[config.mk]
export PLATFORM = sky130hd
export DESIGN_NAME = addr_switch
export DESIGN_NICKNAME = d
export VERILOG_FILES = /design/src/rtl/addr_switch.sv
export SDC_FILE = /design/constraint.sdc
export NUM_CORES = 1
export LEC_CHECK = 0
export ABC_CLOCK_PERIOD_IN_PS = 1500
export CAP_MARGIN = 25
export CORE_MARGIN = 3
export CORE_UTILIZATION = 50
export DETAILED_ROUTE_END_ITERATION = 8
export MAX_ROUTING_LAYER = met4
export PLACE_DENSITY = 0.82
export SLEW_MARGIN = 10
export SYNTH_ARGS = -nofsm -noshare
export SYNTH_HDL_FRONTEND = slang
export SYNTH_SLANG_ARGS = --single-unit
export TNS_END_PERCENT = 50
[constraint.sdc]
create_clock -name clk -period 1.5 [get_ports clk]
set_clock_uncertainty 0.05 [all_clocks]
set_input_delay 0.225 -clock clk [delete_from_list [all_inputs] [get_ports clk]]
set_output_delay 0.225 -clock clk [all_outputs]
set_load 0.01 [all_outputs]
[src/rtl/addr_switch.sv]
// addr_switch: single-input, two-output transaction router.
//
// A valid transaction (addr + data) is steered to port A when addr <= ADDR_DIV
// (unsigned, inclusive), otherwise to port B. Both ports are registered and are
// fully rewritten on every accepted transaction: the unselected port is zeroed.
// With vld low, both ports hold their previous values. Latency is one cycle,
// there is no backpressure, and no input reaches an output combinationally.
//
// Ports:
//   clk     in   system clock, all state updates on the rising edge
//   rstn    in   synchronous active-low reset, clears all outputs, overrides vld
//   vld     in   input transaction valid qualifier
//   addr    in   [ADDR_WIDTH-1:0] input address (unsigned)
//   data    in   [DATA_WIDTH-1:0] input payload
//   addr_a  out  [ADDR_WIDTH-1:0] registered address, port A (low window)
//   data_a  out  [DATA_WIDTH-1:0] registered payload, port A
//   addr_b  out  [ADDR_WIDTH-1:0] registered address, port B (high window)
//   data_b  out  [DATA_WIDTH-1:0] registered payload, port B
module addr_switch #(
  parameter int unsigned             ADDR_WIDTH = 8,
  parameter int unsigned             DATA_WIDTH = 16,
  parameter logic [ADDR_WIDTH-1:0]   ADDR_DIV   = 8'h3F
) (
  input  logic                  clk,
  input  logic                  rstn,
  input  logic                  vld,
  input  logic [ADDR_WIDTH-1:0] addr,
  input  logic [DATA_WIDTH-1:0] data,
  output logic [ADDR_WIDTH-1:0] addr_a,
  output logic [DATA_WIDTH-1:0] data_a,
  output logic [ADDR_WIDTH-1:0] addr_b,
  output logic [DATA_WIDTH-1:0] data_b
);

  logic [ADDR_WIDTH-1:0] addr_a_q, addr_a_d;
  logic [DATA_WIDTH-1:0] data_a_q, data_a_d;
  logic [ADDR_WIDTH-1:0] addr_b_q, addr_b_d;
  logic [DATA_WIDTH-1:0] data_b_q, data_b_d;
  logic                  sel_a;

  assign sel_a = (addr <= ADDR_DIV);

  always_comb begin
    // Hold by default; addr/data are only looked at when vld is high so that
    // undefined inputs on idle cycles cannot disturb the outputs.
    addr_a_d = addr_a_q;
    data_a_d = data_a_q;
    addr_b_d = addr_b_q;
    data_b_d = data_b_q;
    if (vld) begin
      if (sel_a) begin
        addr_a_d = addr;
        data_a_d = data;
        addr_b_d = '0;
        data_b_d = '0;
      end else begin
        addr_a_d = '0;
        data_a_d = '0;
        addr_b_d = addr;
        data_b_d = data;
      end
    end
  end

  always_ff @(posedge clk) begin
    if (!rstn) begin
      addr_a_q <= '0;
      data_a_q <= '0;
      addr_b_q <= '0;
      data_b_q <= '0;
    end else begin
      addr_a_q <= addr_a_d;
      data_a_q <= data_a_d;
      addr_b_q <= addr_b_d;
      data_b_q <= data_b_d;
    end
  end

  assign addr_a = addr_a_q;
  assign data_a = data_a_q;
  assign addr_b = addr_b_q;
  assign data_b = data_b_q;

endmodule

### Word level (Yosys, flattened, before mapping)

Cells that the tools add are included.
Widths: inputs -> output; s select.

* register bits: 48
* input port bits: 27

* $lt $le $gt $ge: 1
* multiplexer cells: 4

Operators with widths (count)
* $mux 16: 2
* $mux 8: 2
* $le 8x6->1 const B: 1

### Depth between registers and ports, before layout

Gate-level depths: netlist of the first run.

* word-level depth: 2
* gate-level depth with buffers: 5

### Worst setup path before layout of the first run

No wires, ideal clock.

* path kind: input-to-reg
* start point: input port vld
* end point: register addr_a_q[0], in the netlist addr_a[0]
* path slack: 522 ps
* arrival time: 813 ps
* library setup time: 115 ps
* cell stages on the path: 4
* cell sequence: buf_6 > buf_12 > and4bb_1 > o21a_1

RTL lines
* start: declaration: line 26 `input logic vld,`
* end signal: assignment: line 72 `addr_a_q <= addr_a_d;`
* end: declaration: line 35 `logic [ADDR_WIDTH-1:0] addr_a_q, addr_a_d;`

### Worst setup path after layout of the first run

* start point: register data_b_q[15], in the netlist data_b[15]
* end point: output port data_b[15]

RTL lines
* start: declaration: line 38 `logic [DATA_WIDTH-1:0] data_b_q, data_b_d;`
* start signal: assignment: line 75 `data_b_q <= data_b_d;`
* end: declaration: line 32 `output logic [DATA_WIDTH-1:0] data_b`

No word-level cell between the ends.

==> impl_results.md, run 1 <==
* Status: finished clean
* Largest net degree at the start of global routing at 53
* # fillers at approximately 330
* Syn avg cell area at 11.59 sq um
* Worst Path Class, Setup: register to output pin
* Post-route ant nets at 0
* H-tree depth at 2
* Sequential Area at 960.9 sq um
* Synth Instances at between 200 and 250
* LEAKAGE at 1.613 nW
* Compound-Gate Fraction of Synth Area at between 20% and 30%
* Yosys reg bits at 48
* Die Ht at 75.79 microns
* Grt ovf at 0
* Final GP Congestion at a little under 0.7
* Sequential element share of the synthesized area at 39.47%
* Required @ worst endpoint at 1.22 ns
* CP peak stage delay at 0.54 ns
* Core footprint at 4534 sq um
* First-pass GRT wire length at 8252 microns
* Num CTS Buffers at 5
* Fmax at 682.3 MHz
* Hold depth at 4
* Crit-path max FO at 2
* Startpoint class of the critical path: register
* I/O Buffers at 74
* Layout cells sized above 1 at 22.26%
* RSZ-0062 raised after global routing: no
* Routed via count at 1,761
* Worst slack, placed at 0.1772 ns
* Max IR drop VDD at 0.6511 mV
* CP bufs+invs at 1
* Total wire length at about 5300 microns
* Via density at 5.195
* Crit path from: data_b[15]$_SDFFE_PN0P_
* HPWL after DPL at 3462 microns
* Multi-input combinational cell area at 1260 sq um
* Overall Global Routing Usage at 19.60%
* Antenna violations before repair at 0
* Synth warnings at 0
* Commonest cells after routing, fill and taps aside: dfxtp_1, clkdlybuf4s50_1, dlymetal6s2s_1
* Final WS setup at 0.03428 ns
* Final #Nets at 300
* R2R setup slack at 0.71 ns
* Worst hold start: vld
* Multiplexer share of the synthesized area at 0.8222%
* Final hold viol count at 0
* Syn Nets at 237
* Top Ports at 75
* DRT iter0 DRCs at 95
* Die width at 75.79 microns
* Yosys cell types at 21
* CP Cell Sequence: clkdlybuf4s50_1
* Final cycle utilization of the critical path at 97.71%
* Vias in the first global route at 1,667
* Worst R2R Path Depth at 2
* DRC at 0
* Slowest-stage cell, CP: clkdlybuf4s50_1
* CTS tree: yes
* Simple-Gate Fraction of Synth Area at 23.38%
* R2r startpoint: data_a[12]$_SDFFE_PN0P_
* Synth Cell Area at 2435 sq um
* WP depth at 1
* Slew HR at 79.65%
* Critical path capture point type: output pin
* Worst path top cell family by delay: buffers and inverters
* # clock sinks at 48
* Adder-Cell Fraction of Synth Area at 0%
* Largest family of logic cells by synthesized area: compound AO/OA/AOI/OAI gates
* Max-Cap Viols at 0
* Routed wire length per instance at 15.60 microns
* Finish-stage setup viols at 0
* Slew Limit Fails at 0
* Bufs on Longest Clock Path at 2
* HP Class: input pin to register
* R2r endpoint: data_a[12]$_SDFFE_PN0P_
* Root Buffer: clkbuf_8
* Worst Hold Endpoint: data_b[2]$_SDFFE_PN0P_
* Die area at 5743 sq um
* Initial core utilization at 53.70%
* Clock Pin Slew Worst Setup and Hold Paths at 0.09 ns
* Power Density at 785.9 nW/um^2
* Crit path time final at 1.466 ns
* DRT Pass-1 Iters at 4
* Final setup TNS at 0 ns
* Critical Path AT at 1.19 ns
* # diodes at 0
* Worst-Margin Slew at 0.3012 ns
* Clk_lat worst skew at a little under 0.3 ns
* Placement row count at 24
* Synth Area in XOR/XNOR at 0%
* Synth-to-layout area growth at 35.66%
* Commonest non-fill, non-tap cell in the layout: dfxtp_1
tightest hold or removal path, stage by stage:
cell,delay [ns]
buf_2,0.13
buf_12,0.17
o211ai_2,0.08
a21boi_2,0.04
layout make-up:
cell class | instances | area share, %
tap | 65 | 2.462
clock inverter | 2 | 0.3030
timing repair buffer | 80 | 27.50
sequential | 48 | 29.09
multi-input combinational | 138 | 38.14
clock buffer | 6 | 2.500
per-layer routing:
| metal | GRT usage (%) | share of wire [%] |
|---|---|---|
| met1 | 27.49 | 49 |
| met2 | 28.33 | 45 |
| met3 | 3.562 | 4.1 |
| met4 | 6.408 | 1.4 |
| met5 | - | 0 |
per-stage QoR:
step                area [sq um]  utilization (%)  cells  hold slack, ns  total power, mW
finish                      3303            72.85    339          0.3494            2.596
global route                3303            72.85    339          0.3499            2.716
CTS                         3241            71.47    339          0.3397            2.623
detailed placement          3148            69.43    331          0.4232            1.844
global placement            3148            69.43    331          0.4145            1.837
floorplan                   2435                -    210          0.3242            1.644
cells by family (layout without fill, tap and decap cells):
group                  count (synthesis)  after routing
buffers and inverters                 24             88
AND/OR/NAND/NOR                       70             70
AO/OA/AOI/OAI                         66             66
multiplexers                           2              2
flip-flops                            48             48
synth_stat cells:
cell type | count | share of area [%]
a21boi_0 | 2 | 0.62
a21boi_2 | 20 | 9.2
and2b_1 | 1 | 0.31
and3b_1 | 2 | 0.72
and4bb_1 | 13 | 6.7
and4bb_2 | 4 | 2.1
buf_1 | 1 | 0.15
buf_12 | 3 | 2.5
buf_2 | 9 | 1.8
buf_4 | 2 | 0.62
buf_6 | 6 | 2.8
buf_8 | 1 | 0.62
clkbuf_1 | 2 | 0.31
dfxtp_1 | 48 | 39
mux2i_1 | 2 | 0.82
nand2b_1 | 22 | 5.7
nor2b_1 | 23 | 5.9
nor4bb_1 | 5 | 2.1
o211ai_1 | 2 | 0.62
o211ai_2 | 20 | 10
o21a_1 | 22 | 6.8
how the worst max path moves through the flow:
stage | slack, ns | endpoint
global route | 0.001 | addr_a[0]
detailed placement | 0.18 | addr_a[4]$_SDFFE_PN0P_
global placement | 0.20 | addr_a[4]$_SDFFE_PN0P_
floorplan | 0.52 | addr_a[0]$_SDFFE_PN0P_
CTS | 0.006 | data_a[2]
finish | 0.03 | data_b[15]
timing repair:
item	CTS	global route
hold buffers	0	0
resized for setup	0	25
endpoints found under the hold margin	0	0
setup buffers	0	0
setup endpoints to repair	0	25
where the power goes:
part	total [mW]	switching (mW)	internal, mW
Sequential	1.34	0.0224	1.32
Combinational	0.462	0.205	0.257
Clock	0.791	0.423	0.368
sequential cells by signal, indices dropped and copies added, names as in the netlist:
signal	count
addr_a	8
addr_b	8
data_a	16
data_b	16
No activity file was read; power rests on OpenSTA's default activity.
==> run 2, diff against run 1 <==
SLEW_MARGIN = 5   (was 10)
==> results of run 2 <==
The final DEF is identical to that of run 1; final timing and power are the same.
==> run 3, diff against run 2 <==
CORE_UTILIZATION = 55   (was 50)
DONT_BUFFER_PORTS = 1   (was unset)
PLACE_DENSITY = 0.67   (was 0.82)
==> impl_results.md, run 3 (synthesized netlist as in run 1, its figures left out) <==
* LEAKAGE at 0.8770 nW
* Synth-to-layout area growth at -0.5653%
* Final setup TNS at 0 ns
* Max IR drop VDD at 0.7247 mV
* H-tree depth at 2
* Top Metal Used: met4
* DP Area at 2283 sq um
* DRC at 0
* Slowest-stage cell, CP: dlygate4sd3_1
* Slew HR at 48.47%
* Worst Path Class, Setup: input pin to register
* Post-route ant nets at 0
* DRT Pass-1 Iters at 3
* Final WS setup at 0.2029 ns
* Top Ports at between 70 and 80
* Worst path top cell family by delay: buffers and inverters
* Num CTS Buffers at 5
* Met3 wire length at 442 microns
* DRT iter0 DRCs at 66
* Worst-Margin Slew at a little under 0.8 ns
* Wire length on met1 at 2004 microns
* Grt ovf at 0
* Antenna violations before repair at 0
* Commonest cells after routing, fill and taps aside: dfxtp_1, nor2b_1, o21a_1, nand2b_1
* Final #Nets at 223
* Slew Limit Fails at 0
* Die width at 72.54 microns
* HP Class: input pin to register
* Max-Cap Viols at 0
* Core footprint at 4144 sq um
* Startpoint class of the critical path: input pin
* CP peak stage delay at 1.04 ns
* Final hold viol count at 0
* Clk_lat worst skew at 0.29 ns
* R2R setup slack at around 0.68 ns
* Final GP Congestion at 0.7236
* Required @ worst endpoint at 1.69 ns
* Die Ht at 72.54 microns
* Fin util at 58.42%
* # Post-CTS Setup Buffers at 0
* Met2 WL at 2223 microns
* # clock sinks at 48
* Worst slack, placed at 0.6902 ns
* Crit-path max FO at 29
* Routed via count at 1,494
* # diodes at 0
* Die area at roughly 5300 sq um
* Bufs on Longest Clock Path at 2
* Sequential Area at 960.9 sq um
* Layout cells sized above 1 at 25.89%
* RSZ-0062 raised after global routing: no
* Multi-input combinational cell area at 1260 sq um
* CTS tree: yes
* I/O Buffers at 0
* CP bufs+invs at 1
* First-pass GRT wire length at approximately 7900 microns
* Vias in the first global route at 1,541
* Routed wire length per instance at 19.17 microns
* Overall Global Routing Usage at 19.54%
* Total wire length at 4734 microns
* Crit path time final at approximately 1.3 ns
* Placement row count at 23
* Status: finished clean
* # fillers at 342
* Power Density at 1011 nW/um^2
* Critical Path AT at ~1.5 ns
* Critical path capture point type: register
* Finish-stage setup viols at 0
* Commonest non-fill, non-tap cell in the layout: dfxtp_1
* Initial core utilization at 58.76%
* CP Cell Sequence: dlygate4sd3_1 > o21a_1
* Largest net degree at the start of global routing at 93
* Fmax at 770.9 MHz
* Final cycle utilization of the critical path at 86.48%
* Fin area at 2421 sq um
* Via density at 6.049
* HPWL after DPL at 2855 microns
* Root Buffer: clkbuf_8
* Clock Pin Slew Worst Setup and Hold Paths at 0.08 ns
==> run 3: area by class of cell <==
class / instances / area share, %
multi-input cells: 138 / 52.04
flip-flops and latches: 48 / 39.69
clock buffers: 6 / 2.997
well taps: 50 / 2.584
clock inverters: 2 / 1.447
repair buffers: 3 / 1.240
==> run 3: power breakdown <==
part | internal (mW) | switching, mW
combinational | 0.109 | 0.0502
sequential | 1.32 | 0.0542
clock | 0.495 | 0.418
total | 1.93 | 0.522
==> run 3: path summary, 6_finish.rpt <==
check,startpoint,endpoint,cells past startpoint
max,rstn,data_a[6]$_SDFFE_PN0P_,2
min,vld,addr_b[2]$_SDFFE_PN0P_,2
min reg2reg,data_b[13]$_SDFFE_PN0P_,data_b[13]$_SDFFE_PN0P_,2
max reg2reg,addr_a[1]$_SDFFE_PN0P_,addr_a[1]$_SDFFE_PN0P_,2
==> run 3: routing by layer <==
metal	vias up	GRT usage [%]
li1	720	-
met1	719	23.88
met2	47	29.16
met3	8	7.479
met4	0	7.377
met5	-	-
==> run 3: repair_timing <==
item / 4_1_cts / 5_1_grt
hold buffers: 2 / 1
resized for setup: 0 / 0
hold endpoints to repair: 18 / 1
==> run 3: through the flow <==
stage	power [mW]	hold WS, ns	cells
2_1_floorplan	1.644	0.3242	210
5_1_grt	2.538	0.002059	247
3_3_place_gp	1.543	0.2975	236
3_5_place_dp	1.551	0.3002	236
4_1_cts	2.470	0.0003743	246
6_report	2.447	0.01109	247
